File: config.mk
export PLATFORM = sky130hd
export DESIGN_NAME = rps_match_engine_flat
export DESIGN_NICKNAME = d
export VERILOG_FILES = /design/src/rtl/rps_pkg.sv /design/src/rtl/rps_match_engine_if.sv /design/src/rtl/rps_debounce.sv /design/src/rtl/rps_match_engine.sv /design/src/flat_wrapper.sv
export SDC_FILE = /design/constraint.sdc
export NUM_CORES = 1
export LEC_CHECK = 0
export ABC_AREA = 1
export BUFFER_PORTS_ARGS = -buffer_cell sky130_fd_sc_hd__buf_2
export CAP_MARGIN = 5
export CORE_ASPECT_RATIO = 1.1
export CORE_MARGIN = 3
export CORE_UTILIZATION = 33
export DETAILED_ROUTE_END_ITERATION = 7
export HOLD_SLACK_MARGIN = 0.05
export PLACE_DENSITY = 0.57
export SKIP_LAST_GASP = 1
export SYNTH_ARGS = -nofsm -noshare
export SYNTH_HDL_FRONTEND = slang
export SYNTH_SLANG_ARGS = --single-unit
export TNS_END_PERCENT = 30
File: constraint.sdc
create_clock -name CLK -period 5.8 [get_ports CLK]
set_input_delay 1.74 -clock CLK [delete_from_list [all_inputs] [get_ports CLK]]
set_output_delay 1.74 -clock CLK [all_outputs]
set_load 0.005 [all_outputs]
File: src/rtl/rps_pkg.sv
// Shared move codes, result encodings, FSM states and mode-dependent sizes for the RPS engine.
// RPSLS_EN selects the five-move rock-paper-scissors-lizard-spock variant.
package rps_pkg;

    localparam logic [2:0] MV_ROCK       = 3'd0;
    localparam logic [2:0] MV_PAPER      = 3'd1;
    localparam logic [2:0] MV_SCISSORS   = 3'd2;

    localparam logic [2:0] MV5_ROCK      = 3'd0;
    localparam logic [2:0] MV5_SPOCK     = 3'd1;
    localparam logic [2:0] MV5_PAPER     = 3'd2;
    localparam logic [2:0] MV5_LIZARD    = 3'd3;
    localparam logic [2:0] MV5_SCISSORS  = 3'd4;

    localparam logic [2:0] RES_NONE      = 3'b000;
    localparam logic [2:0] RES_PERSON    = 3'b001;
    localparam logic [2:0] RES_CPU       = 3'b010;
    localparam logic [2:0] RES_TIE       = 3'b100;

    typedef enum logic [2:0] {
        ST_IDLE,
        ST_ARMED,
        ST_JUDGE,
        ST_SHOW,
        ST_MATCH_OVER
    } state_t;

`ifdef RPSLS_EN
    localparam int N_MOVES = 5;
`else
    localparam int N_MOVES = 3;
`endif
    localparam int MOVE_W = 3;

    // d = (p - c) mod N; the lower half of the nonzero residues beats the opponent.
    function automatic logic [2:0] judge(input logic [2:0] p, input logic [2:0] c);
        logic [3:0] d;
        d = {1'b0, p} + 4'(N_MOVES) - {1'b0, c};
        if (d >= 4'(N_MOVES))
            d = d - 4'(N_MOVES);
        if (d == 4'd0)
            return RES_TIE;
        else if (d <= 4'((N_MOVES - 1) / 2))
            return RES_PERSON;
        else
            return RES_CPU;
    endfunction

endpackage

File: src/rtl/rps_match_engine_if.sv
// Button input and LED/score outputs of the RPS match engine bundled as one interface.
interface rps_match_engine_if #(
    parameter int SCORE_W = 3
);
    logic [4:0]         BTN;
    logic [2:0]         result;
    logic [2:0]         person_move;
    logic [2:0]         cpu_move;
    logic [SCORE_W-1:0] person_score;
    logic [SCORE_W-1:0] cpu_score;
    logic               round_done;
    logic               match_over;
    logic               match_winner;

    modport master (
        output BTN,
        input  result, person_move, cpu_move, person_score, cpu_score,
        input  round_done, match_over, match_winner
    );

    modport slave (
        input  BTN,
        output result, person_move, cpu_move, person_score, cpu_score,
        output round_done, match_over, match_winner
    );
endinterface

File: src/rtl/rps_debounce.sv
// One button: 2-FF synchroniser, then a level that flips only after DEBOUNCE_CYCLES
// consecutive samples disagreeing with it.
module rps_debounce #(
    parameter int DEBOUNCE_CYCLES = 120000
) (
    input  logic i_clk,
    input  logic i_rst,
    input  logic i_btn,
    output logic o_level
);
    localparam int CNT_W = $clog2(DEBOUNCE_CYCLES + 1);

    logic             r_sync1;
    logic             r_sync2;
    logic             r_level;
    logic [CNT_W-1:0] r_cnt;

    always_ff @(posedge i_clk or posedge i_rst) begin
        if (i_rst) begin
            r_sync1 <= 1'b0;
            r_sync2 <= 1'b0;
            r_level <= 1'b0;
            r_cnt   <= '0;
        end else begin
            r_sync1 <= i_btn;
            r_sync2 <= r_sync1;
            if (r_sync2 == r_level) begin
                r_cnt <= '0;
            end else if (r_cnt == CNT_W'(DEBOUNCE_CYCLES - 1)) begin
                r_level <= r_sync2;
                r_cnt   <= '0;
            end else begin
                r_cnt <= r_cnt + 1'b1;
            end
        end
    end

    assign o_level = r_level;
endmodule

File: src/rtl/rps_match_engine.sv
// Best-of-N rock-paper-scissors engine: debounced buttons vs a free-running move counter.
// RPSLS_EN switches from classic (N=3) to rock-paper-scissors-lizard-spock (N=5).
module rps_match_engine
    import rps_pkg::*;
#(
    parameter int DEBOUNCE_CYCLES = 120000,
    parameter int HOLD_CYCLES     = 12000000,
    parameter int WIN_TARGET      = 3,
    parameter int SCORE_W         = 3
) (
    input  logic              CLK,
    input  logic              RST,
    rps_match_engine_if.slave bus
);
    localparam int                 HOLD_W    = $clog2(HOLD_CYCLES + 1);
    localparam logic [4:0]         MOVE_MASK = 5'((1 << N_MOVES) - 1);
    localparam logic [SCORE_W-1:0] TARGET    = SCORE_W'(WIN_TARGET);

    function automatic logic [SCORE_W-1:0] sat_inc(input logic [SCORE_W-1:0] s);
        return (s >= TARGET) ? s : s + 1'b1;
    endfunction

    logic [4:0]        w_level;
    logic [4:0]        r_level_d;
    logic [4:0]        w_rise;
    logic              w_press;
    logic [2:0]        w_press_code;
    logic [2:0]        w_verdict;
    logic              w_hold_done;
    logic              w_at_target;
    logic [MOVE_W-1:0] r_mv_cnt;
    logic [HOLD_W-1:0] r_hold;
    state_t            r_state;
    state_t            w_state_nxt;

    logic [2:0]         r_result;
    logic [2:0]         r_pmove;
    logic [2:0]         r_cmove;
    logic [SCORE_W-1:0] r_pscore;
    logic [SCORE_W-1:0] r_cscore;
    logic               r_round_done;
    logic               r_match_over;
    logic               r_match_winner;

    for (genvar gi = 0; gi < 5; gi++) begin : g_deb
        rps_debounce #(.DEBOUNCE_CYCLES(DEBOUNCE_CYCLES)) u_deb (
            .i_clk   (CLK),
            .i_rst   (RST),
            .i_btn   (bus.BTN[gi]),
            .o_level (w_level[gi])
        );
    end

    assign w_rise  = w_level & ~r_level_d & MOVE_MASK;
    assign w_press = |w_rise;

    // Lowest index wins when several buttons edge in the same cycle.
    always_comb begin
        w_press_code = 3'd0;
        for (int i = 4; i >= 0; i--)
            if (w_rise[i])
                w_press_code = 3'(i);
    end

    assign w_verdict   = judge(w_press_code, r_mv_cnt);
    assign w_hold_done = (r_hold == HOLD_W'(HOLD_CYCLES - 1));
    assign w_at_target = (r_pscore == TARGET) || (r_cscore == TARGET);

    always_ff @(posedge CLK or posedge RST) begin
        if (RST)
            r_mv_cnt <= '0;
        else if (r_mv_cnt == MOVE_W'(N_MOVES - 1))
            r_mv_cnt <= '0;
        else
            r_mv_cnt <= r_mv_cnt + 1'b1;
    end

    always_ff @(posedge CLK or posedge RST) begin
        if (RST)
            r_state <= ST_IDLE;
        else
            r_state <= w_state_nxt;
    end

    always_comb begin
        w_state_nxt = r_state;
        case (r_state)
            ST_IDLE:       if ((w_level & MOVE_MASK) == 5'd0) w_state_nxt = ST_ARMED;
            ST_ARMED:      if (w_press) w_state_nxt = ST_JUDGE;
            ST_JUDGE:      w_state_nxt = ST_SHOW;
            ST_SHOW:       if (w_hold_done) w_state_nxt = w_at_target ? ST_MATCH_OVER : ST_IDLE;
            ST_MATCH_OVER: if (w_press) w_state_nxt = ST_IDLE;
            default:       w_state_nxt = ST_IDLE;
        endcase
    end

    // Round outputs are registered on the press edge so they are visible during JUDGE.
    always_ff @(posedge CLK or posedge RST) begin
        if (RST) begin
            r_level_d      <= '0;
            r_hold         <= '0;
            r_result       <= RES_NONE;
            r_pmove        <= '0;
            r_cmove        <= '0;
            r_pscore       <= '0;
            r_cscore       <= '0;
            r_round_done   <= 1'b0;
            r_match_over   <= 1'b0;
            r_match_winner <= 1'b0;
        end else begin
            r_level_d    <= w_level;
            r_round_done <= 1'b0;
            case (r_state)
                ST_ARMED: begin
                    if (w_press) begin
                        r_pmove      <= w_press_code;
                        r_cmove      <= r_mv_cnt;
                        r_result     <= w_verdict;
                        r_round_done <= 1'b1;
                        if (w_verdict == RES_PERSON) r_pscore <= sat_inc(r_pscore);
                        if (w_verdict == RES_CPU)    r_cscore <= sat_inc(r_cscore);
                    end
                end
                ST_JUDGE: r_hold <= '0;
                ST_SHOW: begin
                    if (w_hold_done) begin
                        if (w_at_target) begin
                            r_match_over   <= 1'b1;
                            r_match_winner <= (r_cscore == TARGET);
                            r_result       <= (r_cscore == TARGET) ? RES_CPU : RES_PERSON;
                        end else begin
                            r_result <= RES_NONE;
                        end
                    end else begin
                        r_hold <= r_hold + 1'b1;
                    end
                end
                ST_MATCH_OVER: begin
                    if (w_press) begin
                        r_pscore       <= '0;
                        r_cscore       <= '0;
                        r_result       <= RES_NONE;
                        r_match_over   <= 1'b0;
                        r_match_winner <= 1'b0;
                    end
                end
                default: ;
            endcase
        end
    end

    assign bus.result       = r_result;
    assign bus.person_move  = r_pmove;
    assign bus.cpu_move     = r_cmove;
    assign bus.person_score = r_pscore;
    assign bus.cpu_score    = r_cscore;
    assign bus.round_done   = r_round_done;
    assign bus.match_over   = r_match_over;
    assign bus.match_winner = r_match_winner;
endmodule
File: src/flat_wrapper.sv
// flat-port wrapper written by rule: the top's interface ports become plain ports
module rps_match_engine_flat import rps_pkg::*;
#(
    parameter int DEBOUNCE_CYCLES = 120000,
    parameter int HOLD_CYCLES     = 12000000,
    parameter int WIN_TARGET      = 3,
    parameter int SCORE_W         = 3
)
  (CLK, RST, bus_BTN, bus_result, bus_person_move, bus_cpu_move, bus_person_score, bus_cpu_score, bus_round_done, bus_match_over, bus_match_winner);
  rps_match_engine_if #(.SCORE_W(SCORE_W)) bus_i ();
  input  logic CLK;
  input  logic RST;
  input wire logic [$bits(bus_i.BTN)-1:0] bus_BTN;
  output wire logic [$bits(bus_i.result)-1:0] bus_result;
  output wire logic [$bits(bus_i.person_move)-1:0] bus_person_move;
  output wire logic [$bits(bus_i.cpu_move)-1:0] bus_cpu_move;
  output wire logic [$bits(bus_i.person_score)-1:0] bus_person_score;
  output wire logic [$bits(bus_i.cpu_score)-1:0] bus_cpu_score;
  output wire logic [$bits(bus_i.round_done)-1:0] bus_round_done;
  output wire logic [$bits(bus_i.match_over)-1:0] bus_match_over;
  output wire logic [$bits(bus_i.match_winner)-1:0] bus_match_winner;
  assign bus_i.BTN = bus_BTN;
  assign bus_result = bus_i.result;
  assign bus_person_move = bus_i.person_move;
  assign bus_cpu_move = bus_i.cpu_move;
  assign bus_person_score = bus_i.person_score;
  assign bus_cpu_score = bus_i.cpu_score;
  assign bus_round_done = bus_i.round_done;
  assign bus_match_over = bus_i.match_over;
  assign bus_match_winner = bus_i.match_winner;
  rps_match_engine #(.DEBOUNCE_CYCLES(DEBOUNCE_CYCLES), .HOLD_CYCLES(HOLD_CYCLES), .WIN_TARGET(WIN_TARGET), .SCORE_W(SCORE_W)) u_core (.CLK(CLK), .RST(RST), .bus(bus_i));
endmodule
==> results by group <==
Min path
  • Min-delay worst type: reg -> reg

STA
  • Slew Viols, Final: 0
  • Setup repair after global routing missed its margin: no
  • Worst slew margin: 0.2991
  • TNS Setup: 0 ns
  • Post-layout worst setup margin: 2.885 ns
  • Fin. Hold Viols: 0
  • Minimum period implied by the final worst setup slack: 2.915 ns
  • Setup Skew: 0.006005 ns
  • Final setup fails: 0
  • Fin crit share: 0.5026
  • Maximum clock frequency: 343.0 MHz
  • Slew at the pin closest to its max-slew limit: 1.051 ns

Pwr
  • Max IR drop VDD: 0.0001788 V
  • Pleak: 3.058 nW
  • Power per Cell Area: 208.3 nW/µm²
  • Total power: 1.406 mW

Floorplan
  • Die width: 135.5 µm
  • Standard-cell row count: 51
  • Area of the core region: 17930 µm²
  • Initial standard-cell utilization of the core: 0.3398
  • Die Footprint: 20130 µm²
  • Vertical die dimension: 148.5 µm
  • Ports: 25

CTS
  • Clk pin slew, worst setup/hold paths: 0.07 ns
  • TritonCTS clock tree: built
  • Count of hold buffers inserted by post-cts repair: 0
  • Deepest clock path buffer count: 2
  • Number of sinks handled by clock tree synthesis: 110
  • Number of CTS-inserted buffers: 9
  • Depth of the CTS H-tree: 3
  • Post-CTS Setup Inserts: 0
  • Root buffer cell: sky130_fd_sc_hd__clkbuf_16
  • Number of gates given a new drive strength after cts: 0
  • Clock latency reported for the late side of the worst-skew pair: 0.35 ns

Synth
  • Number of synthesized flops with an enable pin: 0
  • Most common cell in the netlist: sky130_fd_sc_hd__nand2_1
  • Post-synthesis sequential area ratio: 0.4518
  • Post-synthesis average cell area: 7.682 µm²
  • Number of instances in the synthesized netlist: 793
  • Portion of synthesized cell area occupied by the leading cell type: 0.4518
  • Ys flop type: sky130_fd_sc_hd__dfrtp_1
  • Post-Syn Area: 6092 µm²
  • Ys Warns: 0
  • Post-synth cell types: 39
  • Top cell types by occurrence after synthesis: sky130_fd_sc_hd__nand2_1, sky130_fd_sc_hd__inv_1, sky130_fd_sc_hd__dfrtp_1
  • Proportion of synthesized flip-flops having asynchronous set or reset: 1.000
  • Library cell occupying the most area in the post-synthesis netlist: sky130_fd_sc_hd__dfrtp_1
  • Total nets after synthesis: 812
  • Leading cell types by total area after synthesis: sky130_fd_sc_hd__dfrtp_1, sky130_fd_sc_hd__nand2_1, sky130_fd_sc_hd__inv_1
  • Post-synthesis register bit count: 110

Place
  • Gpl congestion: 0.8516
  • Setup slack after placement: 2.716 ns
  • Final HPWL from detailed placement: 9.528 mm
  • Count of input and output buffers: 21

Drt
  • Violation count after the first detailed-routing iteration: 308
  • Overall routed net length: 12.94 mm
  • Post-detailed-route via-to-cell ratio: 4.758
  • Vias after detailed routing: 5063
  • Wire length on met3: 369 µm
  • Residual DRC: 0
  • Met1 routed wirelength after detailed routing: 6.213 mm
  • Max Used Layer: met4
  • Antenna violation net count after detailed routing: 0
  • Routed wire length on met2: 6.221 mm
  • Detailed Routing Iterations Pass 1: 4
  • Routed wire length per instance: 12.16 µm

Setup path
  • Cell type with the highest occurrence count on the critical path: sky130_fd_sc_hd__nand2_1
  • Biggest fanout along the worst timing path: 6
  • Cell breakdown of the critical path: nand2_1, a21oi_1, ha_1, inv_1, fa_1, inv_1, ha_1, inv_1, a21oi_1, nand2_1, nand2_1, nor2_1, nand3_1, nand2_1, nand2_1, nand2_1, nand2_1, nand2_1
  • Data required time at the worst endpoint: 6.10 ns
  • Longest individual stage delay on the worst path: 0.54 ns
  • Buf+Inv Stages, Crit Path: 3
  • CP Launch Type: flop
  • Category of the critical setup timing path: reg -> reg
  • Data arrival time of the worst path: 3.21 ns
  • Element type at the critical path end: flop
  • Master of the slowest instance on the critical path: sky130_fd_sc_hd__fa_1
  • Dominant delay contributor by cell family on the critical path: adder cells

Cells and area
  • Layout Area Growth over Synthesis: 10.80%
  • Final layout net count: 840
  • Biggest registers after layout: u_core.g_deb.u_deb.r_cnt: 51 flops, u_core.r_hold: 24 flops
  • Number of diodes added for antenna fixing: 0
  • Largest register FFs: 51
  • FILL cells: 1838
  • Register with the highest flop count: u_core.g_deb.u_deb.r_cnt
  • Area occupied by registers: 2753 µm²
  • Area used by multi-input combinational logic: 2863 µm²
  • Fraction of final layout cells sized beyond drive strength 1: 0.07385
  • Utilization after layout: 0.3765

GRT
  • Pin count of the biggest net entering global routing: 85
  • Antenna violations before repair: 0
  • Remaining global-route overflow: 0
  • Vias in the first global route: 4727
  • Wire length of the first global-routing pass: 22.68 mm
  • Combined global-route utilization of all metal layers: 0.1374

Run status
  • Run status: complete, no violations

Flow run
  • Number of maximum-capacitance violations: 0
-- area by class of cell --
cell class                 count  area share
sequential                   110      0.4078
tap                          238     0.04412
clock buffer                  11     0.03596
clock inverter                 5    0.005931
timing repair buffer          22     0.01668
multi-input combinational    562      0.4241
inverter                     116     0.06543
-- placed cells by master (no fill, tap or decap), types with 2 or more instances in the layout --
| master | instances |
|---|---|
| sky130_fd_sc_hd__nor4_1 | 7 |
| sky130_fd_sc_hd__nor2_1 | 105 |
| sky130_fd_sc_hd__o21ai_2 | 5 |
| sky130_fd_sc_hd__nand4_1 | 38 |
| sky130_fd_sc_hd__clkinvlp_4 | 2 |
| sky130_fd_sc_hd__xnor2_1 | 6 |
| sky130_fd_sc_hd__nand2_4 | 4 |
| sky130_fd_sc_hd__nand3_2 | 2 |
| sky130_fd_sc_hd__xor2_1 | 22 |
| sky130_fd_sc_hd__o22ai_1 | 3 |
| sky130_fd_sc_hd__o21ai_0 | 29 |
| sky130_fd_sc_hd__inv_4 | 2 |
| sky130_fd_sc_hd__dfrtp_1 | 110 |
| sky130_fd_sc_hd__buf_2 | 21 |
| sky130_fd_sc_hd__nor3b_1 | 11 |
| sky130_fd_sc_hd__ha_1 | 11 |
| sky130_fd_sc_hd__nand3_1 | 62 |
| sky130_fd_sc_hd__nand2_1 | 180 |
| sky130_fd_sc_hd__o21ai_1 | 7 |
| sky130_fd_sc_hd__a21oi_1 | 13 |
| sky130_fd_sc_hd__inv_1 | 112 |
| sky130_fd_sc_hd__nor2_4 | 2 |
| sky130_fd_sc_hd__clkinv_2 | 2 |
| sky130_fd_sc_hd__or2_2 | 2 |
| sky130_fd_sc_hd__clkbuf_16 | 9 |
| sky130_fd_sc_hd__nor3_2 | 2 |
| sky130_fd_sc_hd__nor3_1 | 40 |
-- stage by stage --
step | hold slack (ns) | cell area, µm² | instances
after floorplan | 0.3312 | 6092 | 793
after global placement | 0.3407 | 6467 | 1048
after detailed placement | 0.3379 | 6467 | 1048
after CTS | 0.3556 | 6750 | 1064
after global routing | 0.3586 | 6750 | 1064
final | 0.3544 | 6750 | 1064
-- final timing paths --
path	cells after the start	to	slack [ns]	from
max in group asynchronous	3	u_core.g_deb[1].u_deb.r_cnt[7]$_DFF_PP0_	3.23	RST
worst max-delay path	18	u_core.bus.cpu_score[1]$_DFFE_PP0P_	2.88	u_core.g_deb[1].u_deb.o_level$_DFFE_PP0P_
worst max register to register	18	u_core.bus.cpu_score[1]$_DFFE_PP0P_	2.88	u_core.g_deb[1].u_deb.o_level$_DFFE_PP0P_
worst min register to register	0	u_core.g_deb[2].u_deb.r_sync2$_DFF_PP0_	0.35	u_core.g_deb[2].u_deb.r_sync1$_DFF_PP0_
min in group asynchronous	2	u_core.g_deb[0].u_deb.r_cnt[15]$_DFF_PP0_	1.61	RST
worst min-delay path	0	u_core.g_deb[2].u_deb.r_sync2$_DFF_PP0_	0.35	u_core.g_deb[2].u_deb.r_sync1$_DFF_PP0_
-- layer usage --
layer / GRT usage / up-vias
li1: - / 2629
met1: 0.1826 / 2374
met2: 0.2278 / 47
met3: 0.03484 / 13
met4: 0.02873 / 0
met5: 0 / -
-- power by group --
| group | leakage, nW | total (mW) | switching, mW | internal (mW) |
|---|---|---|---|---|
| logic | 1.42 | 0.0330 | 0.0262 | 0.00674 |
| clock network | 0.134 | 0.595 | 0.288 | 0.307 |
| registers | 1.51 | 0.777 | 0.00406 | 0.773 |
| total | 3.06 | 1.41 | 0.318 | 1.09 |
-- cell families after synthesis --
kind of cell    Yosys count  share of synthesized area
simple gates            460                     0.3465
compound gates           60                    0.05484
xor+xnor                 28                    0.04025
buf+inv                 121                    0.07825
fa+ha+maj                12                    0.02588
mux                       1                   0.001848
flops                   110                     0.4518
other cells               1                  0.0006156
Note: power is estimated with default switching activity, not from simulation.
